**src/rtl/bcd_display_scan.sv**
```systemverilog
// bcd_display_scan: calculator-style BCD digit entry register with a
// time-multiplexed common-cathode 7-segment display scanner.
//
// Ports:
//   clk        rising-edge clock
//   rst        synchronous active-high reset
//   bcd_in     BCD digit from the upstream encoder
//   bcd_valid  single-cycle strobe qualifying bcd_in
//   clear      synchronous clear of the digits and the overflow flag
//   blank_lz   1 = blank leading zeros
//   seg        registered segments {g,f,e,d,c,b,a}, active-high
//   an         registered one-hot digit enable, active-high
//   value_out  stored digits, digit 0 (LSD) in bits [3:0]
//   overflow   sticky flag: a nonzero MSD was shifted out
//   code_err   one-cycle pulse after a strobe carrying a code above 9
module bcd_display_scan #(
   parameter int unsigned DIGITS   = 4,
   parameter int unsigned SCAN_DIV = 1000
) (
   input  logic                  clk,
   input  logic                  rst,
   input  logic [3:0]            bcd_in,
   input  logic                  bcd_valid,
   input  logic                  clear,
   input  logic                  blank_lz,
   output logic [6:0]            seg,
   output logic [DIGITS-1:0]     an,
   output logic [4*DIGITS-1:0]   value_out,
   output logic                  overflow,
   output logic                  code_err
);

   localparam int unsigned VAL_W = 4 * DIGITS;
   localparam int unsigned IDX_W = (DIGITS > 1) ? $clog2(DIGITS) : 1;
   localparam int unsigned PRE_W = (SCAN_DIV > 1) ? $clog2(SCAN_DIV) : 1;

   logic [PRE_W-1:0]  pre_q, pre_d;
   logic [IDX_W-1:0]  idx_q, idx_d;
   logic [VAL_W-1:0]  val_d;
   logic              ovf_d, err_d;
   logic [6:0]        seg_d;
   logic [DIGITS-1:0] an_d;
   logic [3:0]        cur_digit;
   logic              cur_blank;
   logic [DIGITS-1:0] zero_from;

   // Segment pattern {g..a} for a BCD digit.
   function automatic logic [6:0] glyph(input logic [3:0] d);
      case (d)
         4'd0:    glyph = 7'b0111111;
         4'd1:    glyph = 7'b0000110;
         4'd2:    glyph = 7'b1011011;
         4'd3:    glyph = 7'b1001111;
         4'd4:    glyph = 7'b1100110;
         4'd5:    glyph = 7'b1101101;
         4'd6:    glyph = 7'b1111101;
         4'd7:    glyph = 7'b0000111;
         4'd8:    glyph = 7'b1111111;
         4'd9:    glyph = 7'b1101111;
         default: glyph = 7'b0000000;
      endcase
   endfunction

   // Entry path: clear wins, then shift-in of a valid digit.
   always_comb begin
      val_d = value_out;
      ovf_d = overflow;
      err_d = bcd_valid && (bcd_in > 4'd9);
      if (clear) begin
         val_d = '0;
         ovf_d = 1'b0;
      end else if (bcd_valid && (bcd_in <= 4'd9)) begin
         val_d = {value_out[VAL_W-5:0], bcd_in};
         if (value_out[VAL_W-1 -: 4] != 4'd0) begin
            ovf_d = 1'b1;
         end
      end
   end

   // Free-running prescaler and scan index.
   always_comb begin
      pre_d = pre_q + PRE_W'(1);
      idx_d = idx_q;
      if (pre_q == PRE_W'(SCAN_DIV - 1)) begin
         pre_d = '0;
         idx_d = (idx_q == IDX_W'(DIGITS - 1)) ? '0 : idx_q + IDX_W'(1);
      end
   end

   // Display path: zero_from[i] is set when digits i..DIGITS-1 are all zero.
   always_comb begin
      zero_from = '0;
      zero_from[DIGITS-1] = (value_out[VAL_W-1 -: 4] == 4'd0);
      for (int i = DIGITS - 2; i >= 0; i--) begin
         zero_from[i] = zero_from[i+1] && (value_out[4*i +: 4] == 4'd0);
      end
      cur_digit = '0;
      cur_blank = 1'b0;
      an_d      = '0;
      for (int i = 0; i < DIGITS; i++) begin
         if (idx_q == IDX_W'(i)) begin
            cur_digit = value_out[4*i +: 4];
            an_d[i]   = 1'b1;
            cur_blank = blank_lz && (i != 0) && zero_from[i];
         end
      end
      seg_d = cur_blank ? 7'b0000000 : glyph(cur_digit);
   end

   // State and output registers.
   always_ff @(posedge clk) begin
      if (rst) begin
         value_out <= '0;
         overflow  <= 1'b0;
         code_err  <= 1'b0;
         pre_q     <= '0;
         idx_q     <= '0;
         an        <= DIGITS'(1);
         seg       <= 7'b0111111;
      end else begin
         value_out <= val_d;
         overflow  <= ovf_d;
         code_err  <= err_d;
         pre_q     <= pre_d;
         idx_q     <= idx_d;
         an        <= an_d;
         seg       <= seg_d;
      end
   end

endmodule

```
**config.mk**
```make
export PLATFORM = sky130hd
export DESIGN_NAME = bcd_display_scan
export DESIGN_NICKNAME = d
export VERILOG_FILES = /design/src/rtl/bcd_display_scan.sv
export SDC_FILE = /design/constraint.sdc
export NUM_CORES = 1
export LEC_CHECK = 0
export ABC_AREA = 1
export BUFFER_PORTS_ARGS = -buffer_cell sky130_fd_sc_hd__buf_2
export CAP_MARGIN = 10
export CELL_PAD_IN_SITES_DETAIL_PLACEMENT = 0
export CELL_PAD_IN_SITES_GLOBAL_PLACEMENT = 1
export CORE_ASPECT_RATIO = 1.75
export CORE_MARGIN = 3
export CORE_UTILIZATION = 39
export DETAILED_ROUTE_END_ITERATION = 10
export PLACE_DENSITY_LB_ADDON = 0.1
export SYNTH_ARGS = -nofsm -noshare
export SYNTH_HDL_FRONTEND = slang
export SYNTH_SLANG_ARGS = --single-unit
export TNS_END_PERCENT = 50
```
**constraint.sdc**
```tcl
create_clock -name clk -period 2.5 [get_ports clk]
set_clock_uncertainty 0.05 [all_clocks]
set_input_delay 0.375 -clock clk [delete_from_list [all_inputs] [get_ports clk]]
set_output_delay 0.375 -clock clk [all_outputs]
set_load 0.005 [all_outputs]
```
==> results.json, run 1 <==
{
  "via_count": 1706,
  "clk_pin_slew_ns": 0.08,
  "post_layout_nonfiller_instances": 353,
  "setup_viol": 0,
  "fin_hold_ws_ns": 0.278,
  "post_cts_buffers": 0,
  "synth-edff-count": 0,
  "antenna_violating_nets_post_route": 0,
  "timing.reg2reg.worst_path_depth": 13,
  "post_synth_mux_area_share_pct": 0,
  "detailedRoute.firstPassIterationCount": 4,
  "postSynthRegisterBits": 41,
  "cts-resized-gates": 0,
  "ys_top_cells_by_area": "dfxtp_1 42%, nand2_1 9.3%, ha_1 7.1%",
  "track_usage_pct": 16.6,
  "timing.critical_path.to_type": "flop",
  "layout.nets": 320,
  "postSynth.topFlopCell": "dfxtp_1",
  "cts-root-buf": "clkbuf_8",
  "netlist.top_cell.by_area": "dfxtp_1",
  "reg2reg_slack_ns": 0.48,
  "initialDrtViolationCount": 40,
  "synth_net_count": 280,
  "static-leakage-power_nw": 1.10,
  "average_via_count_per_standard_cell": 4.83,
  "final.setup.tns_ns": 0,
  "holdCritPathClass": "input pin to flop",
  "clock_tree.htree_level_count": 2,
  "starting_density_of_the_core_pct": 40.7,
  "coreArea_um2": 4750,
  "worstSetupStartpoint": "idx_q[0]$_SDFFE_PP0P_",
  "synthSimpleGateAreaFrac_pct": 30.4,
  "floorplan.rows": 33,
  "layout_min_cycle_time_ns": 2.02,
  "clock_sink_count": 41,
  "tritoncts": "built",
  "route.detailed.drc": 0,
  "ys_types": 27,
  "synth-seq-area-share_pct": 42.5,
  "netlist_instances": 260,
  "most_used_standard_cell_by_instance_count_after_synthesis": "nand2_1",
  "worstSetupStartpointType": "flop",
  "fmax_ghz": 0.494,
  "wl_per_cell_um": 12.3,
  "worst_slew_margin_rel_pct": 65.2,
  "timing_max_transition_violations_final": 0,
  "route.final.wire_length_um": 4330,
  "antennaDiodeCount": 0,
  "worst_skew_pair.late_latency_ns": 0.29,
  "grt_setup_unrepaired": "false",
  "cts-hold-fix-buffers": 0,
  "place_hpwl_um": 3420,
  "timing.setup.critical_path_class": "flop to flop",
  "finalWeightedCongestion": 0.759,
  "share_of_the_synthesized_area_in_compound_gates_ao_oa_aoi_oai_pct": 11.4,
  "fraction_of_final_layout_cells_with_drive_strength_greater_than_1_pct": 21.9,
  "ys_async_rst_share_pct": 0,
  "timing.final.crit_share_pct": 81.0,
  "total_of_warnings_raised_by_yosys": 0,
  "grt_start_max_net_pins": 22,
  "clk_path_buf_depth": 2,
  "vdd.ir_drop.worst_v": 0.000434,
  "grt_first_pass_wirelength_um": 7560,
  "synthesized_area_divided_by_synthesized_cell_count_um2": 7.43,
  "final-hold-violation-count": 0,
  "synth_top_cell_area_share_pct": 42.5,
  "grt_overflow": 0,
  "io_buffers": 37,
  "critPathArrivalTime_ns": 2.15,
  "synth_adder_area_share_pct": 7.12,
  "worstReg2RegStart": "idx_q[0]$_SDFFE_PP0P_",
  "place.detailed.instances": 345,
  "number_of_global_route_vias_before_repair": 1710,
  "pwr_density_nw_per_um2": 542,
  "critPathRequiredTime_ns": 2.63,
  "syn-cell-area_um2": 1930,
  "tritoncts.num_buffers": 5,
  "fraction_of_synthesized_cell_area_in_xor_and_xnor_cells_pct": 0.907,
  "grt_antenna_before_repair": 0,
  "worstPathMaxFanout": 6,
  "io_pins": 38,
  "crit-reg2reg-capture": "seg[3]$_SDFF_PP1_",
  "die_area_um2": 5870,
  "max_slew.worst_pin.slew_ns": 0.517,
  "areaGrowthSynthToFinish_pct": 16.4,
  "critPathCapture": "seg[3]$_SDFF_PP1_",
  "die-height_um": 99.1,
  "max-cap-violations": 0,
  "largest_family_of_logic_cells_by_synthesized_area": "simple AND/OR/NAND/NOR gates",
  "synth_common_cells": "48 x nand2_1, 41 x dfxtp_1, 36 x nor2_1",
  "outcome": "finished clean",
  "floorplan.die.width_um": 59.2
}
## sequential cells by signal, summed over array words and instances (netlist names)
name / cells
value_out: 16
an: 4
overflow: 1
idx_q: 2
seg: 7
pre_q: 10
code_err: 1
## critical path, stage by stage, from the launching register on
cell and delay (ns):
dfxtp_1 0.39, inv_1 0.09, ha_1 0.26, nand2_1 0.09
nand2_1 0.05, nand3_1 0.07, nand2_1 0.05, nand2_1 0.19
inv_1 0.12, ha_1 0.31, nand2_1 0.07, nand3_1 0.06
nand3_1 0.07, nand2_1 0.04
## layer usage
metal	share of wire (%)	track usage [%]
met5	0	0
met4	2.6	7.50
met3	3.2	3.12
met2	55	30.7
met1	40	17.2
## where the power goes
part / switching, W / internal (W) / total (W)
Combinational: 0.0000644 / 0.0000408 / 0.000105
Sequential: 0.0000136 / 0.000670 / 0.000684
Clock: 0.000236 / 0.000193 / 0.000429
## area by class of cell
class | instances | area (µm²)
clock inverter | 3 | 17.5
sequential | 41 | 821
multi-input combinational | 183 | 963
fill | 524 | 2500
timing repair buffer | 39 | 200
inverter | 30 | 113
tap | 52 | 65.1
clock buffer | 5 | 68.8
## kinds of logic (layout without fill, tap and decap cells)
kind of cell | after synthesis | count (layout)
xor+xnor | 2 | 2
simple gates | 131 | 131
fa+ha+maj | 11 | 11
flops | 41 | 41
compound gates | 39 | 39
buf+inv | 36 | 77
## cell usage in the layout, fill, tap and decap left out
master	count
a21boi_4	1
a21oi_1	19
a21oi_4	1
buf_2	37
buf_4	2
clkbuf_8	5
clkinv_2	2
clkinvlp_4	1
dfxtp_1	41
ha_1	11
inv_1	27
inv_2	3
nand2_1	48
nand2_2	6
nand2_4	2
nand3_1	23
nand3_2	1
nand4_1	2
nor2_1	36
nor2_2	4
nor3_1	6
nor3b_1	1
nor4_1	1
o21ai_0	18
or2_2	1
xnor2_1	1
xor2_1	1
## worst min-delay path by stage
stage | from | endpoint | slack (ns) | cells past startpoint
2_1_floorplan | pre_q[0]$_SDFF_PP0_ | pre_q[0]$_SDFF_PP0_ | 0.38 | 1
3_3_place_gp | overflow$_SDFFE_PP0P_ | overflow$_SDFFE_PP0P_ | 0.39 | 2
3_5_place_dp | overflow$_SDFFE_PP0P_ | overflow$_SDFFE_PP0P_ | 0.39 | 2
4_1_cts | bcd_in[0] | value_out[0]$_SDFFE_PP0P_ | 0.27 | 3
5_1_grt | bcd_valid | code_err$_SDFF_PP0_ | 0.29 | 3
6_report | bcd_in[0] | value_out[0]$_SDFFE_PP0P_ | 0.28 | 3
## stage by stage
step | power [W] | setup slack, ns | cell area (µm²) | utilization [%]
global route | 0.00128 | 0.259 | 2250 | 47.4
detailed placement | 0.000807 | 0.494 | 2160 | 45.5
finish | 0.00122 | 0.475 | 2250 | 47.4
CTS | 0.00123 | 0.463 | 2250 | 47.4
floorplan | 0.000766 | 0.710 | 1930 | -
global placement | 0.000806 | 0.543 | 2160 | 45.5
Power figures use the tool's default switching activity.
==> run 2: changes to the inputs <==
ABC_AREA = 0   (was 1)
CORE_UTILIZATION = 36   (was 39)
clock period = 1.7 ns   (was 2.5 ns; I/O delays follow)
==> run 2 against run 1 <==
  * The flow now finishes with violations (negative setup slack)
  * Register-to-register slack got worse by 0.84 ns
  * First-iteration DRC count is 2.5% higher
  * Highest routed layer unchanged
  * Count of clock-buffer cells in the layout unchanged
  * Critical path depth down 6
  * Combinational power up 29%
  * Critical endpoint unchanged
  * Cell count fell by 1.7%
  * Non-clock buffer count grew 41
  * Largest power group unchanged
==> results.json, run 2 <==
{
  "max_slew.worst_pin.slew_ns": 0.375,
  "die_area_um2": 6190,
  "worst_slew_margin_rel_pct": 75.0,
  "worst_skew_pair.late_latency_ns": 0.30,
  "starting_density_of_the_core_pct": 37.6,
  "fraction_of_final_layout_cells_with_drive_strength_greater_than_1_pct": 40.6,
  "pre_cts_slack_ns": -0.418,
  "cts-root-buf": "clkbuf_8",
  "route.detailed.drc": 0,
  "clock_tree.htree_level_count": 2,
  "pwr_density_nw_per_um2": 775,
  "io_pins": 38,
  "largestRegisters": "value_out: 16 flops, pre_q: 10 flops, seg: 7 flops",
  "finalWeightedCongestion": 0.763,
  "regMostFlops": "value_out",
  "most_used_standard_cell_by_instance_count_after_synthesis": "dfxtp_1",
  "crit_buf_inv": 2,
  "postLayoutSetupSlackWorst_ns": -0.366,
  "timing.final.crit_share_pct": 122,
  "grt_first_pass_wirelength_um": 7770,
  "synth_net_count": 232,
  "max-cap-violations": 0,
  "postSynthRegisterBits": 41,
  "initialDrtViolationCount": 41,
  "clk_path_buf_depth": 2,
  "ys_types": 41,
  "synth_common_cells": "41 x dfxtp_1, 38 x nand2_1, 24 x nor2_1",
  "floorplan.die.width_um": 60.8,
  "syn-cell-area_um2": 1890,
  "cpPeakStageDelay_ns": 0.37,
  "worst_path_most_repeated_cell": "inv_1",
  "detailedRoute.firstPassIterationCount": 4,
  "vdd.ir_drop.worst_v": 0.000488,
  "track_usage_pct": 16.6,
  "netlist_instances": 212,
  "tritoncts.num_buffers": 5,
  "layout_min_cycle_time_ns": 2.07,
  "fin_hold_ws_ns": 0.150,
  "fmax_ghz": 0.484,
  "worstPathMaxFanout": 8,
  "cts-hold-fix-buffers": 0,
  "final.setup.tns_ns": -2.30,
  "crit_path_cell_trace": "inv_1, ha_2, nor3b_1, a221o_1, inv_1, ha_1, a311o_1",
  "synth-edff-count": 0,
  "coreArea_um2": 5020,
  "postSynth.topFlopCell": "dfxtp_1",
  "timing.critical_path.max_delay_family": "adder cells",
  "grt_setup_unrepaired": "true",
  "via_count": 1724,
  "place_hpwl_um": 3570,
  "critPathArrivalTime_ns": 2.20,
  "antenna_violating_nets_post_route": 0,
  "crit_slowest_cell": "dfxtp_4",
  "outcome": "finished, violations left",
  "final_cell_mix": "42 x buf_4, 38 x nand2_1, 38 x dfxtp_1",
  "grt_start_max_net_pins": 18,
  "reg2reg_slack_ns": -0.37,
  "timing.setup.critical_path_class": "flop to flop",
  "number_of_global_route_vias_before_repair": 1691,
  "synth-seq-area-share_pct": 43.4,
  "synth_top_cell_area_share_pct": 43.4,
  "average_via_count_per_standard_cell": 4.97,
  "holdCritPathClass": "input pin to flop",
  "synthesized_area_divided_by_synthesized_cell_count_um2": 8.91,
  "floorplan.rows": 34,
  "route.final.wire_length_um": 4690,
  "netlist.top_cell.by_area": "dfxtp_1",
  "areaGrowthSynthToFinish_pct": 41.7,
  "wl_per_cell_um": 13.5,
  "total_of_warnings_raised_by_yosys": 0,
  "mostFrequentLayoutCell": "buf_4",
  "worstSetupStartpointType": "flop",
  "clock_sink_count": 41,
  "grt_overflow": 0,
  "io_buffers": 37,
  "tritoncts": "built",
  "ys_top_cells_by_area": "dfxtp_1 43%, nand2_1 7.5%, ha_1 7.3%",
  "critPathRequiredTime_ns": 1.83,
  "failing_checks": "negative setup slack",
  "setup_viol": 7,
  "layout.nets": 312,
  "antennaDiodeCount": 0,
  "timing.critical_path.to_type": "flop",
  "ys_async_rst_share_pct": 0,
  "grt_antenna_before_repair": 0,
  "die-height_um": 102,
  "timing_max_transition_violations_final": 0,
  "clk_pin_slew_ns": 0.09,
  "final-hold-violation-count": 0,
  "largest_reg_flops": 16,
  "static-leakage-power_nw": 1.13
}
-- run 2: kinds of logic after synthesis --
| family | count (synthesis) | share of synthesized area [%] |
|---|---|---|
| fa+ha+maj | 11 | 7.28 |
| xor+xnor | 8 | 3.71 |
| compound gates | 37 | 14.4 |
| flops | 41 | 43.4 |
| simple gates | 98 | 26.0 |
| buf+inv | 14 | 3.58 |
| mux | 3 | 1.59 |
-- run 2: layout make-up --
cell class / count / area [µm²]
well taps: 54 / 67.6
repair buffers: 80 / 512
inverters: 7 / 26.3
clock inverters: 3 / 68.8
fillers: 501 / 2340
multi-input cells: 157 / 1100
clock buffers: 5 / 68.8
flip-flops and latches: 41 / 830
-- run 2: worst paths after layout --
| path | startpoint | endpoint | cells past startpoint |
|---|---|---|---|
| min | bcd_in[0] | value_out[0]$_SDFFE_PP0P_ | 3 |
| max | idx_q[0]$_SDFFE_PP0P_ | seg[3]$_SDFF_PP1_ | 7 |
| max reg2reg | idx_q[0]$_SDFFE_PP0P_ | seg[3]$_SDFF_PP1_ | 7 |
| min reg2reg | pre_q[0]$_SDFF_PP0_ | pre_q[0]$_SDFF_PP0_ | 1 |
-- run 2: per-layer routing --
metal  vias up  part of all wire, %  track usage [%]
li1        880                    -                -
met1       807                   41             18.0
met2        30                   54             30.0
met3         7                  3.2             3.16
met4         0                  2.3             7.18
met5         -                    0                0
-- run 2: metrics by stage --
stage | power, W | util [%] | cells | cell area, µm²
3_5_place_dp | 0.00113 | 48.4 | 334 | 2430
3_3_place_gp | 0.00113 | 48.4 | 334 | 2430
2_1_floorplan | 0.00107 | - | 212 | 1930
5_1_grt | 0.00215 | 53.3 | 347 | 2680
6_report | 0.00207 | 53.3 | 347 | 2680
4_1_cts | 0.00209 | 52.4 | 346 | 2630
-- run 2: report_power, final --
| part | internal [W] | total, W | switching (W) |
|---|---|---|---|
| Combinational | 0.0000624 | 0.000135 | 0.0000729 |
| Sequential | 0.000972 | 0.000981 | 0.00000950 |
| Clock | 0.000591 | 0.000958 | 0.000366 |
-- run 2: worst register-to-register path, stage by stage, from the launching register on --
cell,delay [ns]
dfxtp_4,0.37
inv_1,0.08
ha_2,0.26
nor3b_1,0.21
a221o_1,0.28
inv_1,0.10
ha_1,0.31
a311o_1,0.29
-- run 2: what timing repair did --
item                                    in CTS  in global routing
buffers inserted                             4                  1
resized for setup                            8                  9
endpoints found under the setup margin       8                  9
pin swaps                                   10                  2
